[config.mk]
export PLATFORM = sky130hd
export DESIGN_NAME = fetch_pc_ctrl
export DESIGN_NICKNAME = d
export VERILOG_FILES = /design/src/rtl/fetch_pc_ctrl_pkg.sv /design/src/rtl/fetch_pc_ctrl.sv
export SDC_FILE = /design/constraint.sdc
export NUM_CORES = 1
export LEC_CHECK = 0
export CORE_MARGIN = 3
export CORE_UTILIZATION = 52
export CTS_BUF_LIST = sky130_fd_sc_hd__clkbuf_16
export CTS_CLUSTER_DIAMETER = 150
export DETAILED_ROUTE_END_ITERATION = 8
export PLACE_DENSITY = 0.91
export SYNTH_ARGS = -nofsm -noshare
export SYNTH_HDL_FRONTEND = slang
export SYNTH_SLANG_ARGS = --single-unit
[constraint.sdc]
create_clock -name clk -period 3.95 [get_ports clk]
set_clock_uncertainty 0.05 [all_clocks]
set_input_delay 0.5925 -clock clk [delete_from_list [all_inputs] [get_ports clk]]
set_output_delay 0.5925 -clock clk [all_outputs]
set_load 0.1 [all_outputs]
[src/rtl/fetch_pc_ctrl_pkg.sv]
// Shared types and constants for the fetch-stage PC sequencer.
package fetch_pkg;

  typedef enum logic [1:0] {
    BOOT  = 2'd0,
    REQ   = 2'd1,
    FULL  = 2'd2,
    DRAIN = 2'd3
  } fetch_state_t;

  localparam int unsigned PC_STEP       = 4;
  localparam logic [1:0]  PC_ALIGN_MASK = 2'b11;

endpackage

[src/rtl/fetch_pc_ctrl.sv]
// Fetch-stage sequencer: owns the PC, drives imem requests and a one-entry decode buffer.
// Optional redirect counter output enabled by defining FETCH_REDIRECT_CNT_EN.
module fetch_pc_ctrl
  import fetch_pkg::*;
#(
  parameter int unsigned    AW        = 32,
  parameter int unsigned    IW        = 32,
  parameter logic [AW-1:0]  RESET_VEC = '0
) (
  input  logic          clk,
  input  logic          rst,
  output logic          imem_req,
  output logic [AW-1:0] imem_addr,
  input  logic          imem_ack,
  input  logic [IW-1:0] imem_rdata,
  output logic          if_valid,
  output logic [IW-1:0] if_instr,
  output logic [AW-1:0] if_pc,
  input  logic          id_ready,
  input  logic          redirect,
  input  logic [AW-1:0] redirect_target
`ifdef FETCH_REDIRECT_CNT_EN
  ,
  output logic [15:0]   redirect_cnt
`endif
);

  fetch_state_t  r_state, w_state_next;
  logic [AW-1:0] r_pc, w_pc_next;
  logic [AW-1:0] r_drain_addr, w_drain_addr_next;
  logic          r_if_valid, w_if_valid_next;
  logic [IW-1:0] r_if_instr, w_if_instr_next;
  logic [AW-1:0] r_if_pc, w_if_pc_next;
  logic          w_imem_req;
  logic [AW-1:0] w_imem_addr;
  logic [AW-1:0] w_target_aligned;
  logic [AW-1:0] w_pc_inc;

  assign w_target_aligned = redirect_target & ~AW'(PC_ALIGN_MASK);
  assign w_pc_inc         = r_pc + AW'(PC_STEP);

  always_ff @(posedge clk) begin
    if (rst) begin
      r_state      <= BOOT;
      r_pc         <= RESET_VEC;
      r_drain_addr <= RESET_VEC;
      r_if_valid   <= 1'b0;
      r_if_instr   <= '0;
      r_if_pc      <= '0;
    end else begin
      r_state      <= w_state_next;
      r_pc         <= w_pc_next;
      r_drain_addr <= w_drain_addr_next;
      r_if_valid   <= w_if_valid_next;
      r_if_instr   <= w_if_instr_next;
      r_if_pc      <= w_if_pc_next;
    end
  end

  always_comb begin
    w_state_next      = r_state;
    w_pc_next         = r_pc;
    w_drain_addr_next = r_drain_addr;
    w_if_valid_next   = r_if_valid;
    w_if_instr_next   = r_if_instr;
    w_if_pc_next      = r_if_pc;
    w_imem_req        = 1'b0;
    w_imem_addr       = r_pc;

    unique case (r_state)
      BOOT: begin
        w_state_next = REQ;
      end
      REQ: begin
        w_imem_req = 1'b1;
        if (redirect) begin
          w_pc_next         = w_target_aligned;
          w_if_valid_next   = 1'b0;
          w_drain_addr_next = r_pc;
          w_state_next      = imem_ack ? REQ : DRAIN;
        end else if (imem_ack) begin
          w_if_instr_next = imem_rdata;
          w_if_pc_next    = r_pc;
          w_if_valid_next = 1'b1;
          w_pc_next       = w_pc_inc;
          w_state_next    = FULL;
        end
      end
      FULL: begin
        if (redirect) begin
          w_pc_next       = w_target_aligned;
          w_if_valid_next = 1'b0;
          w_state_next    = REQ;
        end else if (id_ready) begin
          w_if_valid_next = 1'b0;
          w_state_next    = REQ;
        end
      end
      DRAIN: begin
        // The abandoned request stays on the bus until acked; a later redirect only
        // replaces the pending target so the address never moves under req.
        w_imem_req  = 1'b1;
        w_imem_addr = r_drain_addr;
        if (redirect) begin
          w_pc_next = w_target_aligned;
        end
        if (imem_ack) begin
          w_state_next = REQ;
        end
      end
      default: begin
        w_state_next = BOOT;
      end
    endcase
  end

  assign imem_req  = w_imem_req;
  assign imem_addr = w_imem_addr;
  assign if_valid  = r_if_valid;
  assign if_instr  = r_if_instr;
  assign if_pc     = r_if_pc;

`ifdef FETCH_REDIRECT_CNT_EN
  logic [15:0] r_redirect_cnt;

  always_ff @(posedge clk) begin
    if (rst) begin
      r_redirect_cnt <= '0;
    end else if (redirect && (r_state != BOOT) && (r_redirect_cnt != 16'hFFFF)) begin
      r_redirect_cnt <= r_redirect_cnt + 16'd1;
    end
  end

  assign redirect_cnt = r_redirect_cnt;
`endif

endmodule

; After elaboration in Yosys (flattened, before gate mapping)
; Index checks and enable logic that the tools add are counted.
[totals]
regBits = 131
inputBits = 69
out_inout_bits = 98
word_cells = 43
[classes]
add_sub_neg = 1
eq_ne = 7
mux = 18
bitwise = 1
reduce_logical = 10
[ops]
columns = op, count
row1 = $mux W32, 4
row2 = $pmux W32 S2, 1
row3 = $add A32 B3 Y32 const B, 1
row4 = $mux W2, 6
row5 = $reduce_and A3 Y1, 4
row6 = $pmux W2 S4, 1
row7 = $ne A3 B3 Y1 const B, 2
row8 = $mux W1, 5
row9 = $eq A2 B2 Y1 const B, 2
row10 = $reduce_bool A2 Y1, 2
row11 = $reduce_or A2 Y1, 2
row12 = $eq A2 B1 Y1 const B, 1
row13 = $logic_not A2 Y1, 1
row14 = $ne A2 B1 Y1 const B, 1
row15 = $ne A2 B2 Y1 const B, 1
row16 = $pmux W1 S2, 1
row17 = $reduce_and A2 Y1, 1
row18 = $not A1 Y1, 1

; Longest topological paths before layout
[depth]
word_depth = 4
depth_mapped = 8
mapped_depth_nobuf = 6

; Least setup slack after synthesis
; No wires, ideal clock.
[synth_path]
path_type = register to output
from = register r_state[1]
to = output imem_addr[10]
arrival_time_ns = 1.497
slack_ns = 1.811
path_stages_with_launch = 5
path_buffers = 2
path_cell_list = dfxtp_1 -> buf_4 -> nand2_1 -> clkbuf_1 -> mux2_2
[synth_between]
elab_chain_len = 2
[synth_lines]
columns = element, line
row1 = from (decl), fetch_pc_ctrl.sv:28  ; fetch_state_t r_state, w_state_next;
row2 = from (signal assigned), fetch_pc_ctrl.sv:51  ; r_state <= w_state_next;
row3 = $eq A2 B2 Y1, fetch_pc_ctrl.sv:70  ; unique case (r_state)
row4 = $mux W32, fetch_pc_ctrl.sv:70
row5 = to (decl), fetch_pc_ctrl.sv:13  ; output logic [AW-1:0] imem_addr,
; Every way passes these cells.

; Worst setup path after layout
[layout_path]
from = register r_state[0]
to = output imem_addr[9]
; Same word-level chain as after synthesis.

==> flow_summary.ini <==
[finish]
insertedDiodeCount = 0
design.final.nets = 934
layout-area-overhead-vs-synth_pct = 35.3
n_fill_cell = 844
fraction_of_layout_instances_using_a_drive_strength_above_1_pct = 12.9
postLayoutCellArea_um2 = 7880
count_of_non_filler_cells_in_the_finished_layout = 1017
layout_commonest_cell = sky130_fd_sc_hd__nand2_1
most-common-layout-cells = sky130_fd_sc_hd__nand2_1 (217), sky130_fd_sc_hd__clkdlybuf4s50_1 (129), sky130_fd_sc_hd__dfxtp_1 (125)

[clock_tree]
cts_buffer_depth = 2
clkSlewWorstSetupHoldPaths_ps = 60
cts_made_buffers = 17
clock_sinks = 125
post_cts_buffers = 0
clock_tree.htree_level_count = 4
cts.root.buffer_cell = sky130_fd_sc_hd__clkbuf_16
cts_repair_resize_count = 0
cts.hold.buffers_added = 0
cts_tree = built
clock_insertion_delay_at_the_later_pin_of_the_skew_report_ps = 420

[detailed_routing]
post_detailed_route_wirelength_per_cell_um = 16.4
detailroute.wirelength.met3_mm = 1.42
top_layer = met4
met1_length_mm = 7.08
detailedRoute.firstPassIterationCount = 5
viasPerCell = 5.71
post_route_ant_nets = 0
drt_iter0_drc = 636
drcViolationCount = 0
drt_wl_total_mm = 16.7
dr_wl_met2_mm = 7.93
total_vias_in_the_final_route = 5804

[place]
port-buffer-count = 160
place_area_um2 = 7230
place.detailed.instances = 985
gp_routability_congestion = 0.889
dpl.hpwl_mm = 10.7

[sta]
final.min_clock_period_ps = 3090
max_slew_margin_pct = 33.0
setup_viol = 0
final-hold-violation-count = 0
setup_tns_ps = 0
timing.final.crit_share_pct = 78.3
tightestPinTransition_ps = 1000
final_max_slew_viol_count = 0
fmax_mhz = 323
unrepaired_setup_endpoints_after_global_routing = no

[power]
power.density_nw_per_um2 = 496
leakage_uw = 0.00280
ir_worst_vdd_mv = 0.351

[yosys]
synth-warning-count = 0
synth-seq-cells = 125
synth-edff-count = 0
netlist_instances = 744
synth.avg_cell_area_um2 = 7.83
asyncSetResetFlopFracSynth_pct = 0
synth_sequential_area_ratio_pct = 43.0
post_synth_instance_area_um2 = 5820
synth_ff_type = sky130_fd_sc_hd__dfxtp_1
synth_cell_types = 57

[grt]
gr-usage-all-layers_pct = 26.2
grt_start_max_net_pins = 83
first_global_vias = 5455
antenna_found_initial = 0
gr-total-overflow = 0
grt_first_pass_wirelength_mm = 26.8

[critical_path]
crit_path_frequent_cell = sky130_fd_sc_hd__buf_4
cp_top_family = buffers and inverters
cp_slowest_stage_delay_ps = 610
end_kind = primary output
worst_ep_required_time_ps = 3310
cp_cell_sequence = nand2_1 > buf_4 > mux2_2 > buf_4
worst-path-max-fanout = 19
critical_path_class = flop to primary output
timing.critical_path.from_type = flop
cp.arrival_ps = 2450
critical_path.n_buffers_inverters = 2
critical-path-slowest-cell = sky130_fd_sc_hd__dfxtp_1

[floorplanning]
core_area_um2 = 10900
design.portCount = 167
start_util_pct = 53.5
die_width_um = 112
rows = 38
die_outline_height_um = 112
floorplan.die_area_um2 = 12500

[hold_path]
hold_path_class = flop to flop

[run_status]
run_status = completed

[run]
max_cap_violations = 0
-- sequential cells by signal, summed over array words and instances (netlist names) --
name          flops
if_valid          1
r_pc             30
if_instr         32
r_drain_addr     30
if_pc            30
r_state           2
-- cell usage after synthesis, drive strengths merged, types with 8 or more instances --
library cell  instances  area, µm²
or3                   8       50.1
nor2                 26       97.6
o21ai                23        115
a32oi                10       87.6
nor4                 11       68.8
o22ai                 8       50.1
nand3                13       65.1
dfxtp               125       2500
a21oi               111        556
buf                  12       86.3
mux2                 32        360
clkbuf               59        284
nand2               218        818
nand4                 8       56.3
mux2i                 8       80.1
-- worst register-to-register path, delay by kind of cell, from the launching register on --
family                 cells  cell delay [ps]
AOI/OAI and AO/OA          2              530
DFF                        1              620
and+or+nand+nor            3              850
buffers and inverters      1              540
-- where the power goes --
part | leakage (µW) | internal (µW) | switching, µW | total [µW]
Combinational | 0.00147 | 220 | 562 | 783
Sequential | 0.00102 | 1320 | 75.2 | 1390
Clock | 0.000314 | 1170 | 560 | 1730
-- cell type report --
class,instances,area [µm²],area share (%)
Clock buffer,17,425,5.40
Clock inverter,15,225,2.86
Inverter,5,18.8,0.238
Multi-Input combinational cell,544,2920,37.1
Sequential cell,125,2500,31.8
Tap cell,140,175,2.22
Timing Repair Buffer,171,1610,20.4
-- logic make-up (layout without fill, tap and decap cells) --
group                    Yosys count  after routing  share of synthesized area, %
AO/OA/AOI/OAI                    184            184                          18.3
adder cells (fa/ha/maj)            1              1                         0.215
buffers and inverters             78            208                          7.33
flip-flops                       125            125                          43.0
multiplexers                      40             40                          7.56
other                              1              4                        0.0644
AND/OR/NAND/NOR                  315            315                          23.5
-- layer usage --
layer / vias up / track usage, %
li1: 2807 / -
met1: 2702 / 32.9
met2: 270 / 42.9
met3: 25 / 8.21
met4: 0 / 8.43
met5: - / 0
-- stage by stage --
step	hold slack, ps	util, %	setup slack [ps]	total power (µW)
finish	401	72.4	858	3900
global route	415	72.4	725	4030
CTS	402	72.4	888	3910
detailed placement	394	66.4	947	2190
global placement	389	66.4	968	2190
floorplan	384	-	1810	1990
-- worst paths after layout --
path	slack [ps]	endpoint	start	depth (start not counted)
max	860	imem_addr[9]	r_state[0]	4
min	400	r_drain_addr[28]	r_drain_addr[28]	2
max reg2reg	1280	if_instr[18]	r_state[1]	6
min reg2reg	400	r_drain_addr[28]	r_drain_addr[28]	2
Note: power is estimated with default switching activity, not from simulation.
